### src/rtl/muldiv_pkg.sv
// Shared encodings and helpers for the multiply/divide unit.
package muldiv_pkg;

    localparam logic [2:0] OP_MULT  = 3'd0;
    localparam logic [2:0] OP_MULTU = 3'd1;
    localparam logic [2:0] OP_MADD  = 3'd2;
    localparam logic [2:0] OP_MADDU = 3'd3;
    localparam logic [2:0] OP_MSUB  = 3'd4;
    localparam logic [2:0] OP_MSUBU = 3'd5;
    localparam logic [2:0] OP_DIV   = 3'd6;
    localparam logic [2:0] OP_DIVU  = 3'd7;

    typedef enum logic [2:0] {
        ST_IDLE,
        ST_MUL,
        ST_DIV,
        ST_FIX,
        ST_DONE
    } state_t;

    // Even encodings are the signed flavours.
    function automatic logic is_signed(input logic [2:0] op);
        return ~op[0];
    endfunction

    function automatic logic is_acc(input logic [2:0] op);
        return (op >= OP_MADD) && (op <= OP_MSUBU);
    endfunction

    function automatic logic is_div(input logic [2:0] op);
        return op[2] & op[1];
    endfunction

endpackage

### src/rtl/muldiv_unit_div_core.sv
// Restoring radix-2 divider on unsigned magnitudes, one quotient bit per cycle.
module div_core #(
    parameter int WIDTH = 32
) (
    input  logic             clk,
    input  logic             rst,
    input  logic             load,
    input  logic             run,
    input  logic [WIDTH-1:0] dividend,
    input  logic [WIDTH-1:0] divisor,
    output logic [WIDTH-1:0] quotient,
    output logic [WIDTH-1:0] remainder,
    output logic             fin
);
    localparam int SW = $clog2(WIDTH);

    logic [WIDTH-1:0] quo, rem, dvs;
    logic [SW-1:0]    step;
    logic [WIDTH:0]   trial;

    // Shift the next dividend bit into the partial remainder and try a subtract.
    always_comb begin
        trial = {rem, quo[WIDTH-1]} - {1'b0, dvs};
    end

    always_ff @(posedge clk) begin
        if (rst) begin
            quo  <= '0;
            rem  <= '0;
            dvs  <= '0;
            step <= '0;
        end else if (load) begin
            quo  <= dividend;
            rem  <= '0;
            dvs  <= divisor;
            step <= '0;
        end else if (run) begin
            if (!trial[WIDTH]) begin
                rem <= trial[WIDTH-1:0];
                quo <= {quo[WIDTH-2:0], 1'b1};
            end else begin
                rem <= {rem[WIDTH-2:0], quo[WIDTH-1]};
                quo <= {quo[WIDTH-2:0], 1'b0};
            end
            step <= step + 1'b1;
        end
    end

    assign fin       = run && (step == SW'(WIDTH - 1));
    assign quotient  = quo;
    assign remainder = rem;

endmodule

### src/rtl/muldiv_unit.sv
// Multi-cycle MULT/MADD/MSUB/DIV unit with start/done handshake and flush.
// Define MULDIV_EARLY_OUT_EN to short-circuit divisions where |divisor| > |dividend|.
module muldiv_unit
    import muldiv_pkg::*;
#(
    parameter int WIDTH   = 32,
    parameter int MUL_LAT = 2
) (
    input  logic               clk,
    input  logic               rst,
    input  logic               start_i,
    input  logic [2:0]         op_i,
    input  logic [WIDTH-1:0]   opa_i,
    input  logic [WIDTH-1:0]   opb_i,
    input  logic [2*WIDTH-1:0] hilo_i,
    input  logic               cancel_i,
    output logic               busy_o,
    output logic               done_o,
    output logic [2*WIDTH-1:0] res_o,
    output logic               div_by_zero_o
);
    localparam int MSTG = (MUL_LAT > 1) ? MUL_LAT - 2 : 0;
    localparam int TAP  = (MUL_LAT > 2) ? MUL_LAT - 3 : 0;

    state_t             state, state_nxt;
    logic [2:0]         op_q;
    logic [WIDTH-1:0]   a_q, b_q;
    logic [2*WIDTH-1:0] hilo_q, res_q;
    logic               dbz_q, early_q;

    logic               accept, in_div, in_bz, early_in;
    logic [WIDTH-1:0]   mag_a_in, mag_b_in;

    assign accept   = start_i && !cancel_i && (state == ST_IDLE || state == ST_DONE);
    assign in_div   = is_div(op_i);
    assign in_bz    = (opb_i == '0);
    assign mag_a_in = (is_signed(op_i) && opa_i[WIDTH-1]) ? -opa_i : opa_i;
    assign mag_b_in = (is_signed(op_i) && opb_i[WIDTH-1]) ? -opb_i : opb_i;

`ifdef MULDIV_EARLY_OUT_EN
    assign early_in = (mag_b_in > mag_a_in);
`else
    assign early_in = 1'b0;
`endif

    // Multiplier: with a single-cycle latency the product is formed straight from the inputs.
    logic [2:0]         m_op;
    logic [WIDTH-1:0]   m_a, m_b, m_ma, m_mb;
    logic [2*WIDTH-1:0] m_h, m_pu, m_p, mul_res, mul_out;
    logic [2*WIDTH-1:0] mul_stg [0:TAP];
    logic [MSTG:0]      vld_pipe;

    always_comb begin
        m_op = (MUL_LAT == 1) ? op_i   : op_q;
        m_a  = (MUL_LAT == 1) ? opa_i  : a_q;
        m_b  = (MUL_LAT == 1) ? opb_i  : b_q;
        m_h  = (MUL_LAT == 1) ? hilo_i : hilo_q;
        m_ma = (is_signed(m_op) && m_a[WIDTH-1]) ? -m_a : m_a;
        m_mb = (is_signed(m_op) && m_b[WIDTH-1]) ? -m_b : m_b;
        m_pu = {{WIDTH{1'b0}}, m_ma} * {{WIDTH{1'b0}}, m_mb};
        m_p  = (is_signed(m_op) && (m_a[WIDTH-1] ^ m_b[WIDTH-1])) ? -m_pu : m_pu;
        if (!is_acc(m_op))
            mul_res = m_p;
        else if (m_op == OP_MADD || m_op == OP_MADDU)
            mul_res = m_h + m_p;
        else
            mul_res = m_h - m_p;
        mul_out = (MUL_LAT > 2) ? mul_stg[TAP] : mul_res;
    end

    always_ff @(posedge clk) begin
        mul_stg[0] <= mul_res;
        for (int i = 1; i <= TAP; i++)
            mul_stg[i] <= mul_stg[i-1];
    end

    always_ff @(posedge clk) begin
        if (rst || cancel_i) begin
            vld_pipe <= '0;
        end else begin
            vld_pipe[0] <= accept && !in_div;
            for (int i = 1; i <= MSTG; i++)
                vld_pipe[i] <= vld_pipe[i-1];
        end
    end

    // Divider plus sign fix-up: quotient sign is sa^sb, remainder follows the dividend.
    logic [WIDTH-1:0]   quo, rem, q_s, r_s;
    logic               div_fin;
    logic [2*WIDTH-1:0] div_res;

    div_core #(.WIDTH(WIDTH)) u_div (
        .clk       (clk),
        .rst       (rst),
        .load      (accept && in_div),
        .run       (state == ST_DIV),
        .dividend  (mag_a_in),
        .divisor   (mag_b_in),
        .quotient  (quo),
        .remainder (rem),
        .fin       (div_fin)
    );

    always_comb begin
        q_s     = (is_signed(op_q) && (a_q[WIDTH-1] ^ b_q[WIDTH-1])) ? -quo : quo;
        r_s     = (is_signed(op_q) && a_q[WIDTH-1]) ? -rem : rem;
        div_res = early_q ? {a_q, {WIDTH{1'b0}}} : {r_s, q_s};
    end

    always_comb begin
        state_nxt = state;
        case (state)
            ST_IDLE, ST_DONE: begin
                state_nxt = ST_IDLE;
                if (accept) begin
                    if (in_div)
                        state_nxt = in_bz ? ST_DONE : (early_in ? ST_FIX : ST_DIV);
                    else
                        state_nxt = (MUL_LAT == 1) ? ST_DONE : ST_MUL;
                end
            end
            ST_MUL:  if (cancel_i) state_nxt = ST_IDLE;
                     else if (vld_pipe[MSTG]) state_nxt = ST_DONE;
            ST_DIV:  if (cancel_i) state_nxt = ST_IDLE;
                     else if (div_fin) state_nxt = ST_FIX;
            ST_FIX:  state_nxt = cancel_i ? ST_IDLE : ST_DONE;
            default: state_nxt = ST_IDLE;
        endcase
    end

    always_ff @(posedge clk) begin
        if (rst) state <= ST_IDLE;
        else     state <= state_nxt;
    end

    // res_q only moves on the edge that enters DONE, so it holds across flushes.
    always_ff @(posedge clk) begin
        if (rst) begin
            op_q    <= '0;
            a_q     <= '0;
            b_q     <= '0;
            hilo_q  <= '0;
            res_q   <= '0;
            dbz_q   <= 1'b0;
            early_q <= 1'b0;
        end else begin
            if (accept) begin
                op_q    <= op_i;
                a_q     <= opa_i;
                b_q     <= opb_i;
                hilo_q  <= hilo_i;
                early_q <= in_div && !in_bz && early_in;
                dbz_q   <= in_div && in_bz;
                if (in_div && in_bz)
                    res_q <= {opa_i, {WIDTH{1'b1}}};
                else if (MUL_LAT == 1 && !in_div)
                    res_q <= mul_res;
            end
            if (state == ST_MUL && !cancel_i && vld_pipe[MSTG])
                res_q <= mul_out;
            if (state == ST_FIX && !cancel_i)
                res_q <= div_res;
        end
    end

    assign busy_o        = (state == ST_MUL) || (state == ST_DIV) || (state == ST_FIX);
    assign done_o        = (state == ST_DONE);
    assign res_o         = res_q;
    assign div_by_zero_o = dbz_q;

endmodule

### config.mk
export PLATFORM = sky130hd
export DESIGN_NAME = muldiv_unit
export DESIGN_NICKNAME = d
export VERILOG_FILES = /design/src/rtl/muldiv_pkg.sv /design/src/rtl/muldiv_unit_div_core.sv /design/src/rtl/muldiv_unit.sv
export SDC_FILE = /design/constraint.sdc
export NUM_CORES = 2
export LEC_CHECK = 0
export BUFFER_PORTS_ARGS = -buffer_cell sky130_fd_sc_hd__buf_2
export CAP_MARGIN = 20
export CORE_UTILIZATION = 60
export DETAILED_ROUTE_END_ITERATION = 7
export GPL_TIMING_DRIVEN = 0
export PLACE_DENSITY = 0.83
export SYNTH_ARGS = -nofsm -noshare
export SYNTH_HDL_FRONTEND = slang
export SYNTH_HIERARCHICAL = 1
export SYNTH_SLANG_ARGS = --single-unit
### constraint.sdc
create_clock -name clk -period 18.3 [get_ports clk]
set_input_delay 2.745 -clock clk [delete_from_list [all_inputs] [get_ports clk]]
set_output_delay 2.745 -clock clk [all_outputs]
set_load 0.1 [all_outputs]
==> metrics <==
Post-Synth Simple-Gate Area 0.190; initial core utilization 0.608; Most Frequent Cell on Critical Path fa_1; layout cells sized above 1 0.0540; Hold Crit Class flop to flop; status complete, but fails checks; Distinct cells, synth 99; main combinational cell family by area after synthesis adder cells; Reg power frac 0.154; Min-Delay Path Depth 2; top-count cell post-synth nand2_1; leading area contributor after synthesis fa_1; CP max FO 10; max cap viols 0; Ports 202; Seq/Total Area, Yosys 0.104; worst skew pair latency 0.64 ns; 1st-iter DRT viols 7,341; Net Sw Frac 0.534; Core ar. 95,400 sq um; crit-path max cell delay 0.85 ns; Via density 6.43; Synth Cell Area 58,000 sq um; Die Span X 313 um; H-tree levels 1; ys flop type dfxtp_1; reg-to-reg endpoint res_o[63]; Reg-to-Reg Start a_q[0]; first-pass GRT wire length 348,000 um; Setup WS post-layout 0.393 ns; clk slew on worst S/H paths 0.08 ns; Clock Tree Buf Depth 3; Compound-Gate Fraction of Synth Area 0.134; CTS root buf clkbuf_16; Synth Warn # 6; hold path endpoint m_op[2]; unrepaired setup endpoints after global routing no; Slew Viols, Final 0; adder-cell share of the synthesized area 0.391; Worst Tran Pin Value 1.36 ns; DRC viols 3; R2R Setup Slk 0.39 ns; CTS tree built; GP Congestion 1.13; vias post-DR 57.2k; Pleak 28.9 nW; number of global-route vias before repair 55.9k; slowest CP cell clkbuf_1; initial antenna violation count 12; largest net degree at the start of global routing 16; Clock Power Share 0.147; ANT nets after route 0; Crit path buffers/inverters 8; Resized cells post-CTS 0; Worst Skew 0.0491 ns; DR WL/cell 26.6 um; Yosys reg bits 301; Setup crit end kind flop; CTS Hold Buffers Added 0; Synth async-reset ratio 0; number of flops mapped to enable cells by yosys 0; Num CTS Buffers 30; P_sw 2.45 mW; post-CTS setup buffers 0; overall global routing resource usage 0.480; final wirelength 237,000 um; Core Rows 113; Die Y 313 um; final worst path period need 17.91 ns; post-route setup TNS 0 ns; Worst Hold Launch m_op[2]; XOR/XNOR Fraction of Synth Area 0.0734; Comb pwr share 0.699; Area Overhead vs Synth 7.48%; Int Pwr 2.14 mW; die footprint 97,900 sq um; worst r2r path cells 51; Post-DP HPWL 196,000 um; PD cells 73.6 nW/um^2; Place WS 0.670 ns; cell count after synthesis 7,317; post-synthesis mux area share 0.0201; top post-synthesis cells by area fa_1 31%, dfxtp_1 10%, ha_1 8.1%, nand2_1 6.9%, inv_1 6.2%; violated checks DRC; highest clock rate 0.0558 GHz; post-synth top area share 0.310; worst path required time 18.79 ns; synth cell count leaders 1,065 x nand2_1, 963 x inv_1, 906 x nor2_1; fin nets 9,017; max_slew headroom 0.0936; Final Hold Fails 0; # setup viols final 0; kind of critical path flop to flop; Arrival @ worst endpoint 18.39 ns; IO Port Bufs 200; CTS sink cnt 301; crit path launch type flop; Overflow after GRT 0; Syn Nets 8,726; fin crit share 0.979; IR drop worst, VDD 0.0000788 V; total iterations of the first detailed-routing run 8; syn avg cell area 7.93 sq um; top cell family by delay on the critical path adder cells
## worst min-delay path, cell delays in order (launching register included)
cell	delay [ns]
dfxtp_1	0.31
nand2_1	0.05
a21oi_1	0.05
## worst max-delay path by stage
stage                      start   endpoint  slack [ns]  cells after the start
after floorplan           a_q[0]  res_o[63]        5.01                     51
after global routing      a_q[0]  res_o[63]        0.14                     51
after CTS                 b_q[0]  res_o[63]        0.52                     52
final                     a_q[0]  res_o[63]        0.39                     51
after global placement    b_q[0]  res_o[63]        0.26                     51
after detailed placement  b_q[0]  res_o[63]        0.67                     52
## cell type report
type / count / area [sq um]
Sequential cell: 301 / 6030
Fill cell: 8239 / 33100
Timing Repair Buffer: 259 / 1570
Buffer: 380 / 1480
Tap cell: 1265 / 1580
Multi-Input combinational cell: 5671 / 47000
Inverter: 965 / 3620
Antenna cell: 5 / 12.5
Clock inverter: 16 / 208
Clock buffer: 37 / 827
## stage by stage
step	util	cell area [sq um]	std cells	hold slack, ns	power, mW
floorplan	-	58000	7317	0.436	2.77
global placement	0.635	60600	8782	0.446	3.68
detailed placement	0.640	61100	8822	0.448	3.73
CTS	0.651	62100	8875	0.456	4.41
global route	0.653	62300	8896	0.485	4.78
finish	0.653	62400	8899	0.459	4.59
## sequential cells by signal, indices dropped and copies added, names as in the netlist
name and count:
u_div/step 5, a_q 32, state 3, div_by_zero_o 1, m_op 3, u_div/quotient 32, b_q 32, res_o 64
u_div/remainder 32, hilo_q 64, u_div/dvs 32, vld_pipe 1
## logic make-up after synthesis
kind of cell / Yosys count
adders and majority gates: 1274
AOI/OAI and AO/OA: 1249
xor gates and xnor gates: 484
muxes: 116
and+or+nand+nor: 2548
buffers and inverters: 1345
DFF: 301
## per-layer routing
layer,wire length [um],up-vias,global-route usage
met4,21600,10,0.351
met2,98800,4337,0.707
met5,69,-,0
met3,34100,1109,0.149
li1,-,24193,-
met1,82200,27544,0.594
## placed cells by master, fill, tap and decap left out, types with 20 or more instances in the layout
master     instances
nand2_1         1065
inv_1            963
nor2_1           906
fa_1             898
a21oi_1          515
ha_1             376
clkbuf_1         333
dfxtp_1          301
xnor2_1          261
buf_2            214
xor2_1           206
o21ai_0          201
nor3_1           123
mux2i_1          110
a21o_1            96
nand3_1           76
a31oi_1           57
a211oi_1          54
nand2b_1          45
nor4_1            45
buf_4             42
and2_1            41
and3_1            40
nor2b_1           39
o21a_1            37
o31ai_1           37
nand4_1           36
o211ai_1          36
or3_1             35
clkbuf_16         30
buf_1             26
o21bai_1          22
and4_1            22
or4_1             20
## power by group through the flow
stage | Sequential (mW) | Clock [mW] | Combinational, mW
after floorplan | 0.712 | 0 | 2.06
after CTS | 0.705 | 0.670 | 3.04
after global placement | 0.719 | 0 | 2.96
after global routing | 0.707 | 0.693 | 3.38
final | 0.707 | 0.674 | 3.21
after detailed placement | 0.720 | 0 | 3.01
Note: power is estimated with default switching activity, not from simulation.
